File: src/rtl/reg_sched_pkg.sv
// Shared definitions for the register-bank scheduler: op codes, register
// FunSel codes, FSM state encoding and op decode helpers.
package reg_sched_pkg;

    localparam logic [2:0] OP_DEC = 3'd0;
    localparam logic [2:0] OP_INC = 3'd1;
    localparam logic [2:0] OP_CLR = 3'd2;
    localparam logic [2:0] OP_LDZ = 3'd3;
    localparam logic [2:0] OP_LDS = 3'd4;
    localparam logic [2:0] OP_LDW = 3'd5;

    localparam logic [2:0] FS_DEC  = 3'b000;
    localparam logic [2:0] FS_INC  = 3'b001;
    localparam logic [2:0] FS_LOAD = 3'b010;
    localparam logic [2:0] FS_CLR  = 3'b011;
    localparam logic [2:0] FS_ZEXT = 3'b100;
    localparam logic [2:0] FS_LO   = 3'b101;
    localparam logic [2:0] FS_HI   = 3'b110;
    localparam logic [2:0] FS_SEXT = 3'b111;

    typedef enum logic [1:0] {
        ST_IDLE    = 2'd0,
        ST_EXEC    = 2'd1,
        ST_EXEC_HI = 2'd2,
        ST_DONE    = 2'd3
    } state_t;

    // Codes 6 and 7 are reserved and must never write a register.
    function automatic logic op_legal(input logic [2:0] op);
        return (op <= OP_LDW);
    endfunction

    // Ops that place byte data on I[7:0]; the rest drive I to zero.
    function automatic logic op_is_load(input logic [2:0] op);
        return (op == OP_LDZ) || (op == OP_LDS) || (op == OP_LDW);
    endfunction

    // FunSel for the first (or only) write of an op; LDW starts with the low byte.
    function automatic logic [2:0] op_funsel(input logic [2:0] op);
        logic [2:0] fs;
        case (op)
            OP_DEC:  fs = FS_DEC;
            OP_INC:  fs = FS_INC;
            OP_CLR:  fs = FS_CLR;
            OP_LDZ:  fs = FS_ZEXT;
            OP_LDS:  fs = FS_SEXT;
            OP_LDW:  fs = FS_LO;
            default: fs = FS_DEC;
        endcase
        return fs;
    endfunction

endpackage

File: src/rtl/rr_arbiter2.sv
// Two-requester round-robin arbiter. Grant is combinational from the
// requests and a 1-bit priority pointer; the pointer moves to the
// requester that did not own the finished operation when i_advance pulses.
module rr_arbiter2 (
    input  logic       i_clk,
    input  logic       i_rst,
    input  logic [1:0] i_req,
    input  logic       i_advance,
    input  logic       i_owner,
    output logic [1:0] o_gnt
);

    logic r_ptr;

    // Priority pointer: 0 favours requester 0 (A), 1 favours requester 1 (B).
    always_ff @(posedge i_clk) begin
        if (i_rst) begin
            r_ptr <= 1'b0;
        end else if (i_advance) begin
            r_ptr <= ~i_owner;
        end
    end

    // A lone requester always wins; on a tie the pointer holder wins.
    always_comb begin
        o_gnt[0] = i_req[0] & (~i_req[1] | ~r_ptr);
        o_gnt[1] = i_req[1] & (~i_req[0] |  r_ptr);
    end

endmodule

File: src/rtl/reg_bank_scheduler.sv
// Sequencer and 2-way arbiter driving a bank of four 16-bit registers over
// a shared FunSel/I bus with a one-hot enable. Word loads are split into a
// low-byte and a high-byte write.
module reg_bank_scheduler
    import reg_sched_pkg::*;
#(
    parameter int NREG = 4
) (
    input  logic            Clock,
    input  logic            Reset,
    input  logic            ReqA,
    input  logic            ReqB,
    input  logic [2:0]      OpA,
    input  logic [2:0]      OpB,
    input  logic [1:0]      SelA,
    input  logic [1:0]      SelB,
    input  logic [15:0]     DataA,
    input  logic [15:0]     DataB,
    output logic            GntA,
    output logic            GntB,
    output logic            DoneA,
    output logic            DoneB,
    output logic            Err,
    output logic [2:0]      FunSel,
    output logic [15:0]     I,
    output logic [NREG-1:0] E,
    output logic            Busy
);

    state_t          r_state;
    logic            r_owner;
    logic            r_gnt_a;
    logic            r_gnt_b;
    logic            r_done_a;
    logic            r_done_b;
    logic            r_err;
    logic [2:0]      r_funsel;
    logic [15:0]     r_i;
    logic [NREG-1:0] r_e;
    logic [2:0]      r_op;
    logic [7:0]      r_data_hi;

    logic [1:0]      w_gnt;
    logic            w_start;
    logic            w_advance;
    logic [2:0]      w_op;
    logic [1:0]      w_sel;
    logic [15:0]     w_data;
    logic [NREG-1:0] w_onehot;

    assign w_start   = (r_state == ST_IDLE) && (w_gnt != 2'b00);
    assign w_advance = (r_state == ST_DONE);

    rr_arbiter2 u_arb (
        .i_clk     (Clock),
        .i_rst     (Reset),
        .i_req     ({ReqB, ReqA}),
        .i_advance (w_advance),
        .i_owner   (r_owner),
        .o_gnt     (w_gnt)
    );

    // Select the winning requester's operation for latching in IDLE.
    always_comb begin
        w_op     = w_gnt[1] ? OpB   : OpA;
        w_sel    = w_gnt[1] ? SelB  : SelA;
        w_data   = w_gnt[1] ? DataB : DataA;
        w_onehot = {{(NREG-1){1'b0}}, 1'b1} << w_sel;
    end

    // Request latch: only the op code and the high data byte are needed after EXEC starts.
    always_ff @(posedge Clock) begin
        if (w_start) begin
            r_op      <= w_op;
            r_data_hi <= w_data[15:8];
        end
    end

    // Control FSM with registered bus, enable, grant and completion outputs.
    always_ff @(posedge Clock) begin
        if (Reset) begin
            r_state  <= ST_IDLE;
            r_owner  <= 1'b0;
            r_gnt_a  <= 1'b0;
            r_gnt_b  <= 1'b0;
            r_done_a <= 1'b0;
            r_done_b <= 1'b0;
            r_err    <= 1'b0;
            r_e      <= '0;
            r_funsel <= FS_DEC;
            r_i      <= 16'h0000;
        end else begin
            case (r_state)
                ST_IDLE: begin
                    if (w_start) begin
                        r_state <= ST_EXEC;
                        r_owner <= w_gnt[1];
                        r_gnt_a <= w_gnt[0];
                        r_gnt_b <= w_gnt[1];
                        if (op_legal(w_op)) begin
                            r_e      <= w_onehot;
                            r_funsel <= op_funsel(w_op);
                            r_i      <= op_is_load(w_op) ? {8'h00, w_data[7:0]} : 16'h0000;
                        end
                    end
                end
                ST_EXEC: begin
                    if (r_op == OP_LDW) begin
                        // Keep the enable; switch the bus to the high byte.
                        r_state  <= ST_EXEC_HI;
                        r_funsel <= FS_HI;
                        r_i      <= {8'h00, r_data_hi};
                    end else begin
                        r_state  <= ST_DONE;
                        r_e      <= '0;
                        r_funsel <= FS_DEC;
                        r_i      <= 16'h0000;
                        r_done_a <= ~r_owner;
                        r_done_b <= r_owner;
                        r_err    <= ~op_legal(r_op);
                    end
                end
                ST_EXEC_HI: begin
                    r_state  <= ST_DONE;
                    r_e      <= '0;
                    r_funsel <= FS_DEC;
                    r_i      <= 16'h0000;
                    r_done_a <= ~r_owner;
                    r_done_b <= r_owner;
                    r_err    <= 1'b0;
                end
                ST_DONE: begin
                    r_state  <= ST_IDLE;
                    r_gnt_a  <= 1'b0;
                    r_gnt_b  <= 1'b0;
                    r_done_a <= 1'b0;
                    r_done_b <= 1'b0;
                    r_err    <= 1'b0;
                end
                default: r_state <= ST_IDLE;
            endcase
        end
    end

    assign GntA   = r_gnt_a;
    assign GntB   = r_gnt_b;
    assign DoneA  = r_done_a;
    assign DoneB  = r_done_b;
    assign Err    = r_err;
    assign FunSel = r_funsel;
    assign I      = r_i;
    assign E      = r_e;
    assign Busy   = (r_state != ST_IDLE);

endmodule

File: config.mk
export PLATFORM = sky130hd
export DESIGN_NAME = reg_bank_scheduler
export DESIGN_NICKNAME = d
export VERILOG_FILES = /design/src/rtl/reg_sched_pkg.sv /design/src/rtl/rr_arbiter2.sv /design/src/rtl/reg_bank_scheduler.sv
export SDC_FILE = /design/constraint.sdc
export NUM_CORES = 1
export LEC_CHECK = 0
export BUFFER_PORTS_ARGS = -buffer_cell sky130_fd_sc_hd__buf_2
export CORE_AREA = 2 2 73 75
export DETAILED_ROUTE_END_ITERATION = 10
export DIE_AREA = 0 0 75 77
export PLACE_DENSITY = 0.66
export SYNTH_ARGS = -nofsm -noshare
export SYNTH_HDL_FRONTEND = slang
export SYNTH_SLANG_ARGS = --single-unit
export TNS_END_PERCENT = 5
File: constraint.sdc
create_clock -name Clock -period 3.35 [get_ports Clock]
set_clock_uncertainty 0.15 [all_clocks]
set_input_delay 0.5025 -clock Clock [delete_from_list [all_inputs] [get_ports Clock]]
set_output_delay 0.5025 -clock Clock [all_outputs]
set_load 0.005 [all_outputs]
# After elaboration in Yosys (flattened, before gate mapping)
# Cells that the tools add are included.
# classes
bitwise,9
n_reduce_logical,17
eq_ne,12
mux,30
n_shift,1
n_lt_le_gt_ge,2
div,0
n_mul,0
n_addsub,0
# ops
cell,n
$mux 16,3
$pmux 16 s3,1
$mux 8,2
$pmux 3 s5,1
$mux 3,4
$mux 4,3
$pmux 4 s3,1
$eq 3x3->1 const B,3
$pmux 3 s3,1
$pmux 2 s4,1
$reduce_and 2->1,4
$reduce_bool 2->1,4
$eq 3x2->1 const B,2
$le 3x3->1 const B,2
$mux 1,6
$pmux 1 s2,3
$pmux 1 s3,2
$reduce_bool 3->1,2
$not 1->1,5
$eq 2x2->1 const B,2
$mux 2,2
$ne 2x2->1 const B,2
$reduce_and 4->1,1
$shl 1x2->4 const A,1
10 further kinds,13
# totals
input_bits,46
memories,0
latch_bits,0
reg_bits,43
word_cells,84
romBits,0
out_inout_bits,29
ramBits,0

# Depth between registers and ports, before layout
# Gate-level depths: netlist (run 1).
# depth
ltp_word,11
ltp_mapped,8
ltp_nobuf,7

# Cells and area by module
# Synthesis (run 1) repeated with hierarchy kept, for this count alone.
# unflattened
hier_cells,189
hier_area_um2,2014.4
# modules_own_cells
module,cells_per_inst,n_inst,seq_area_each_um2,area_each_um2
reg_bank_scheduler,183,1,790.8,1959.4
rr_arbiter2,6,1,20.0,55.1

# Least setup slack after synthesis (run 1)
# Ideal clock, no wire load.
# synth_timing
path_type,register to register
start,register r_state[0]
end,"register r_funsel[2], in the netlist FunSel[2]"
path_slack_ns,1.281
arrival_time_ns,1.828
n_path_buf,2
required_ns,3.109
synth_period_minus_slack_ns,2.069
setup_time_ns,0.091
stages_incl_launch_ff,9
path_cell_list,dfxtp_1 -> ha_1 -> clkbuf_1 -> nor2_1 -> nor2_1 -> a2111oi_4 -> buf_4 -> nor2_1 -> a311oi_1
# synth_via
elab_chain_len,4
word_cells_on_any_way,9
classes_between,eq/ne: 4; mux: 1; reduce/logical: 4
# synth_rtl
element,line,rtl
start: declaration,reg_bank_scheduler.sv:30,state_t r_state;
start signal: assignment,reg_bank_scheduler.sv:82,r_state <= ST_IDLE;
start signal: assignment,reg_bank_scheduler.sv:96,r_state <= ST_EXEC;
start signal: assignment,reg_bank_scheduler.sv:110,r_state <= ST_EXEC_HI;
$logic_not 2->1,"reg_bank_scheduler.sv:51, reg_bank_scheduler.sv:93",
$logic_and 1x1->1,reg_bank_scheduler.sv:51,assign w_start = (r_state == ST_IDLE) && (w_gnt != 2'b00);
$ne 2x2->1 (no source line),n/a,
$reduce_and 3->1 (no source line),n/a,
end signal: assignment,reg_bank_scheduler.sv:102,r_funsel <= op_funsel(w_op);
end: declaration,reg_bank_scheduler.sv:37,logic [2:0] r_funsel;
# Several ways; a longest one is shown, not always the timed one.
# A chain may end at the register's enable or synchronous reset.

# Final worst setup path (run 1)
# layout_timing
start,register r_state[0]
end,"register r_e[0], in the netlist E[0]"
# layout_via
elab_chain_len,4
word_cells_on_any_way,10
classes_between,eq/ne: 5; mux: 1; reduce/logical: 4
# layout_rtl
element,line,rtl
$logic_not 2->1,"reg_bank_scheduler.sv:51, reg_bank_scheduler.sv:93",
$logic_and 1x1->1,reg_bank_scheduler.sv:51,
$ne 2x2->1 (no source line),n/a,
$reduce_and 4->1 (no source line),n/a,
end signal: assignment,reg_bank_scheduler.sv:101,r_e <= w_onehot;
end: declaration,reg_bank_scheduler.sv:39,logic [NREG-1:0] r_e;
# Several ways; a longest one is shown, not always the timed one.

==> impl_metrics.csv, run 1 <==
group,metric,value,unit
clocking,postCtsHoldBufs,0,
synth,syn_inst,235,
setup_path,r2r_setup_slack,0.85,ns
floorplanning,start_util,39.12,%
setup_path,r2r_start,"r_state[0]$_SDFFE_PP0P_",
timing,hold_ws,0.3267,ns
worst_hold_path,min_from,"DoneA$_SDFFE_PP0P_",
floorplanning,die_h,77,um
worst_hold_path,holdPathStages,2,
setup_path,cp_max_fo,23,
timing,hold_viol_final,0,
timing,fin_ws,0.8522,ns
setup_path,slowest_delay,0.49,ns
power,internal_power,1.048,mW
place,place_ws,0.8694,ns
timing,drv_slew,0,
timing,max_freq,400.4,MHz
finish,drive_above_1_share,27.03,%
synth,ys.flop_type,"dfxtp_1",
floorplanning,rows,26,
route,ant_nets,0,
route,top_layer_used,"met4",
setup_path,startpoint_type,"flop",
route,drc_errors,0,
power,p_sw,0.6572,mW
clocking,cts_setup_buffers,0,
power,swShare,38.53,%
finish,antenna_cells,0,
power,comb_power_share,42.5,%
power,irDropWorstVdd,0.3066,mV
timing,min_period,2.498,ns
timing,fin_crit_sh,74.56,%
run_status,status,"finished, final reports clean",
synth,async_reset_ff_share,0,%
finish,nFillCells,528,
clocking,cts_tree,"built",
floorplanning,dieArea,5775,um^2
place,io_buffers,66,
run,drv_cap,0,
route,post_drt_wl_per_cell,12.38,um
synth,synth_edf_count,11,
global_routing,grt.total_usage,16.26,%
setup_path,crit_required,3.42,ns
synth,synth_cell_types,35,
route,drtIter0Drc,81,
synth,yosys_warnings,0,
global_routing,antenna_found_initial,0,
route,wl_met3,276,um
clocking,h-tree-depth,2,
global_routing,grt_pass1_vias,1507,
setup_path,crit_type,"reg2reg",
setup_path,slowest_stage,"nor3_2",
timing,slew_headroom,42.58,%
place,gp_congestion,0.8353,
synth,synth-seq-cells,35,
synth,yosys.area.top_type,"dfxtp_1",
place,dp_hpwl,3.454,mm
floorplanning,fp.coreArea,4977,um^2
route,wirelength,4.530,mm
route,wl_met1,2.116,mm
floorplanning,die_w,75,um
route,routed_via_density,4.847,
global_routing,grt_pass1_wl,7.217,mm
synth,ys_seq_area_share,41.65,%
synth,synth.top_cell.area_share,24.68,%
power,p_per_area,717.8,nW/um^2
clocking,path_clk_slew,0.07,ns
setup_path,path_delay_family,"buffers and inverters",
power,pwr-share-clk,17.4,%
setup_path,endpoint_kind,"flop",
power,seqPwrFrac,40.1,%
route,wl_met2,2.067,mm
synth,avgSynthCellArea,8.285,um^2
timing,finalSetupTns,0,ns
setup_path,cp_num_buf_inv,3,
route,vias,1774,
route,dr.pass1.iters,4,
clocking,post_cts_resize_count,0,
clocking,numCtsBuffers,5,
worst_hold_path,holdPathEnd,"DoneA$_SDFFE_PP0P_",
power,p_leak,1.058,nW
setup_path,r2r-end,"E[0]$_SDFFE_PP0P_",
timing,worstMarginPinSlew,0.8581,ns
setup_path,critPathArrivalTime,2.56,ns
clocking,clk_latency,0.29,ns
clocking,cts_buffer_depth,2,
global_routing,grt_max_degree,27,
finish,layout.nets,346,
floorplanning,ios,75,
timing,setup_violations,0,
setup_path,crit_chain,"inv_1 > ha_1 > clkinv_1 > nor3_2 > a2111oi_4 > buf_4 > o21ai_1 > mux2i_1",
clocking,root_buffer,"clkbuf_8",
synth,synth_area_leaders,"dfxtp_1, edfxtp_1, nand2_1",
finish,area_growth,22.04,%
global_routing,grt_overflow,0,
synth,netlist_area,1947,um^2
setup_path,rr_worst_depth,8,
worst_hold_path,worstHoldPathType,"reg2reg",
clocking,cts_sinks,35,
timing,rsz0062_at_grt,"no",
-- layout make-up --
cell class                      count  area, um^2  area share [%]
Clock buffer                        6       72.57           3.054
Tap cell                           70       87.58           3.686
Sequential cell                    35       810.8           34.12
Inverter                            7       26.28           1.106
Multi-Input combinational cell    177        1013           42.65
Clock inverter                      2       12.51          0.5266
Timing Repair Buffer               69       352.8           14.85
-- power groups by stage --
stage | sequential [mW] | clock [mW] | combinational, mW
after floorplan | 0.686 | 0 | 0.508
after global placement | 0.694 | 0 | 0.720
after detailed placement | 0.693 | 0 | 0.732
after CTS | 0.685 | 0.302 | 0.732
after global routing | 0.705 | 0.322 | 0.823
final | 0.683 | 0.298 | 0.725
-- synth_stat cells (all sizes together) (5+ instances only) --
cell	instances
a211oi	5
nand3b	5
clkbuf	10
nand2b	5
edfxtp	11
nand2	47
a21oi	8
inv	6
a311oi	9
buf	13
ha	5
mux2i	7
nor2	24
o21ai	10
dfxtp	24
nand3	17
a21o	9
-- worst min-delay path, stage by stage, from the launching register on --
cell     delay (ns)
dfxtp_1        0.31
o21ai_0        0.06
a21oi_1        0.06
-- sequential cells by signal (all words and copies together), names as in the netlist --
name and flops:
I 8, r_data_hi 8, E 4, FunSel 3, r_op 3, r_state 2
DoneA 1, DoneB 1, Err 1, GntA 1, GntB 1, r_owner 1
u_arb.r_ptr 1
-- placed cells by master (no fill, tap or decap), types with 2 or more instances in the layout --
cell type,count
buf_2,66
nand2_1,47
dfxtp_1,24
nor2_1,24
nand3_1,17
edfxtp_1,11
a21o_1,9
a311oi_1,9
a21oi_1,8
conb_1,8
o21ai_0,7
mux2i_1,7
inv_1,6
nand2b_1,5
a211oi_1,5
nand3b_1,5
ha_1,5
clkbuf_8,5
xnor2_1,3
o21ai_1,3
buf_4,3
and2_1,2
nor4_1,2
or4_1,2
-- worst max path at each step --
stage / end / cells past startpoint / slack, ns / from
after floorplan: FunSel[2]$_SDFFE_PP0P_ / 8 / 1.28 / r_state[0]$_SDFFE_PP0P_
after global placement: E[3]$_SDFFE_PP0P_ / 7 / 0.99 / ReqA
after detailed placement: E[1]$_SDFFE_PP0P_ / 8 / 0.87 / r_state[0]$_SDFFE_PP0P_
after CTS: E[0]$_SDFFE_PP0P_ / 8 / 0.86 / r_state[0]$_SDFFE_PP0P_
after global routing: E[0]$_SDFFE_PP0P_ / 8 / 0.68 / r_state[1]$_SDFFE_PP0P_
final: E[0]$_SDFFE_PP0P_ / 8 / 0.85 / r_state[0]$_SDFFE_PP0P_
-- stage by stage --
step,util [%],area (um^2),cells,power (mW)
final,47.74,2376,366,1.706
after global placement,46.03,2291,358,1.413
after CTS,47.74,2376,366,1.720
after floorplan,-,1973,242,1.193
after global routing,47.74,2376,366,1.850
after detailed placement,46.03,2291,358,1.425
-- logic make-up after synthesis --
group / Yosys count / synth area share [%]
AOI/OAI and AO/OA: 43 / 15.94
other: 1 / 0.1926
muxes: 7 / 3.599
and+or+nand+nor: 110 / 25.96
DFF: 35 / 41.65
adders and majority gates: 5 / 3.213
xor gates and xnor gates: 4 / 1.800
buffers and inverters: 30 / 7.648
-- routing by layer --
metal	global-route usage [%]	up-vias
met4	5.893	0
li1	-	918
met5	0	-
met2	24.04	55
met1	22.91	794
met3	3.679	7
(Power assumes the default switching activity.)
==> run 2, diff against run 1 <==
--- a/config.mk
+++ b/config.mk
@@ -5,10 +5,11 @@
 export SDC_FILE = /design/constraint.sdc
 export NUM_CORES = 1
 export LEC_CHECK = 0
+export ABC_AREA = 1
 export BUFFER_PORTS_ARGS = -buffer_cell sky130_fd_sc_hd__buf_2
-export CORE_AREA = 2 2 73 75
+export CORE_AREA = 2 2 75 77
 export DETAILED_ROUTE_END_ITERATION = 10
-export DIE_AREA = 0 0 75 77
+export DIE_AREA = 0 0 77 79
 export PLACE_DENSITY = 0.66
 export SYNTH_ARGS = -nofsm -noshare
 export SYNTH_HDL_FRONTEND = slang
==> constraint.sdc (replaced) <==
create_clock -name Clock -period 2.45 [get_ports Clock]
set_clock_uncertainty 0.15 [all_clocks]
set_input_delay 0.3675 -clock Clock [delete_from_list [all_inputs] [get_ports Clock]]
set_output_delay 0.3675 -clock Clock [all_outputs]
set_load 0.005 [all_outputs]
==> impl_metrics.csv, run 2 <==
group,metric,value,unit
clocking,root_buffer,"clkbuf_8",
timing,hold_viol_final,0,
route,post_drt_wl_per_cell,11.31,um
finish,drive_above_1_share,22.93,%
worst_hold_path,holdPathStages,2,
timing,slew_headroom,55.30,%
floorplanning,rows,27,
synth,synth_edf_count,11,
floorplanning,fp.coreArea,5338,um^2
clocking,h-tree-depth,2,
finish,final_cell_mix,"nand2_1, buf_2, inv_1, nand3_1, a21oi_1",
finish,antenna_cells,0,
route,wirelength,4.910,mm
timing,hold_ws,0.1934,ns
synth,ys.flop_type,"dfxtp_1",
power,irDropWorstVdd,0.5434,mV
setup_path,startpoint_type,"flop",
run_status,status,"finished, final reports clean",
power,p_per_area,1015,nW/um^2
route,routed_via_density,4.654,
route,dr.pass1.iters,4,
setup_path,endpoint_kind,"flop",
power,internal_power,1.464,mW
finish,layout_commonest_cell,"nand2_1",
global_routing,grt_max_degree,19,
finish,area_growth,20.60,%
finish,fin_cells,434,
route,ant_nets,0,
global_routing,antenna_found_initial,0,
global_routing,grt_pass1_wl,8.121,mm
clocking,path_clk_slew,0.07,ns
place,dp_hpwl,3.697,mm
place,gp_congestion,0.7866,
clocking,postCtsHoldBufs,0,
floorplanning,dieArea,6083,um^2
power,pwr-share-clk,15.5,%
synth,synth_area_leaders,"dfxtp_1, nand2_1, edfxtp_1",
synth,yosysMostFrequentCell,"nand2_1",
timing,worstMarginPinSlew,0.6689,ns
route,drc_errors,0,
run,drv_cap,0,
setup_path,crit_required,2.48,ns
synth,yosys-top-cells-count,"nand2_1, inv_1, nand3_1",
clocking,cts_sinks,35,
timing,setup_violations,0,
clocking,post_cts_resize_count,0,
power,swShare,41.96,%
power,p_sw,1.058,mW
global_routing,grt_overflow,0,
timing,min_period,2.151,ns
setup_path,cp_max_fo,18,
timing,fin_ws,0.2991,ns
finish,layout.nets,412,
floorplanning,die_h,79,um
setup_path,rr_worst_depth,8,
synth,yosys_warnings,0,
timing,fin_crit_sh,87.79,%
synth,yosys.area.top_type,"dfxtp_1",
route,vias,2020,
synth,netlist_area,2059,um^2
power,comb_power_share,47.3,%
synth,synth_cell_types,23,
setup_path,critPathArrivalTime,2.18,ns
synth,synth-seq-cells,35,
floorplanning,ios,75,
synth,avgSynthCellArea,6.934,um^2
timing,max_freq,464.9,MHz
place,io_buffers,66,
synth,ys_seq_area_share,39.37,%
global_routing,grt.total_usage,16.92,%
clocking,numCtsBuffers,5,
place,dp_cells,426,
route,drtIter0Drc,89,
global_routing,grt_pass1_vias,1858,
clocking,cts_setup_buffers,0,
synth,async_reset_ff_share,0,%
synth,syn_inst,297,
clocking,clk_latency,0.29,ns
floorplanning,start_util,38.58,%
floorplanning,die_w,77,um
timing,drv_slew,0,
power,seqPwrFrac,37.3,%
clocking,cts_buffer_depth,2,
synth,synth.top_cell.area_share,23.33,%
place,place_ws,0.3352,ns
timing,rsz0062_at_grt,"no",
clocking,cts_tree,"built",
worst_hold_path,worstHoldPathType,"in2reg",
timing,finalSetupTns,0,ns
power,p_leak,1.334,nW
setup_path,crit_type,"reg2reg",
==> run 2: changes by cell type after synthesis, moves of 5 or more <==
cell,delta
a211oi_1,-5
a21o_1,-9
a21oi_1,+18
a311oi_1,-8
clkbuf_1,-7
inv_1,+28
mux2i_1,-7
nand2_1,+47
nand2_2,+6
nand2b_1,-5
nand3_1,+12
==> run 2: cell type report <==
class,instances,area [um^2]
Clock buffer,6,72.57
Clock inverter,2,7.507
Fill cell,580,2854
Inverter,34,127.6
Multi-Input combinational cell,217,1030
Sequential cell,35,810.8
Tap cell,72,90.09
Timing Repair Buffer,68,345.3
==> run 2: cell families (layout without fill, tap and decap cells) <==
| kind of cell | count (synthesis) | after routing | share of synthesized area, % |
|---|---|---|---|
| DFF | 35 | 35 | 39.37 |
| buffers and inverters | 52 | 110 | 11.91 |
| AOI/OAI and AO/OA | 37 | 37 | 9.173 |
| other | 1 | 8 | 0.1821 |
| and+or+nand+nor | 167 | 167 | 36.33 |
| adders and majority gates | 5 | 5 | 3.038 |
==> run 2: path summary, 6_finish.rpt <==
| check | startpoint | to | slack, ns |
|---|---|---|---|
| worst min-delay path | Reset | GntA$_SDFFE_PP0P_ | 0.19 |
| worst max register to register | r_state[0]$_SDFFE_PP0P_ | FunSel[1]$_SDFFE_PP0P_ | 0.30 |
| worst min register to register | GntA$_SDFFE_PP0P_ | GntA$_SDFFE_PP0P_ | 0.31 |
| worst max-delay path | r_state[0]$_SDFFE_PP0P_ | FunSel[1]$_SDFFE_PP0P_ | 0.30 |
==> run 2: through the flow <==
step	utilization, %	power, mW	area (um^2)
after global placement	45.03	2.115	2404
after global routing	46.53	2.761	2484
after floorplan	-	1.794	2086
after detailed placement	45.03	2.137	2404
after CTS	46.53	2.533	2484
final	46.53	2.522	2484
==> run 2: layer usage <==
| layer | part of all wire, % | track usage [%] |
|---|---|---|
| met5 | 0 | 0 |
| met4 | 1.4 | 5.536 |
| met3 | 5.1 | 4.773 |
| met2 | 48 | 28.51 |
| met1 | 46 | 21.03 |
==> run 2: power groups by stage <==
stage	clock (mW)	sequential, mW	combinational (mW)
floorplan	0	0.950	0.844
global route	0.422	0.970	1.37
CTS	0.396	0.944	1.19
detailed placement	0	0.955	1.18
finish	0.390	0.940	1.19
global placement	0	0.947	1.17
==> run 2: worst max-delay path, stage by stage (launching register included) <==
cell	delay, ns
dfxtp_1	0.36
inv_1	0.11
ha_1	0.30
inv_1	0.15
nand2_1	0.42
nand2_4	0.30
nand2_1	0.10
nor2_1	0.11
nor2_1	0.04
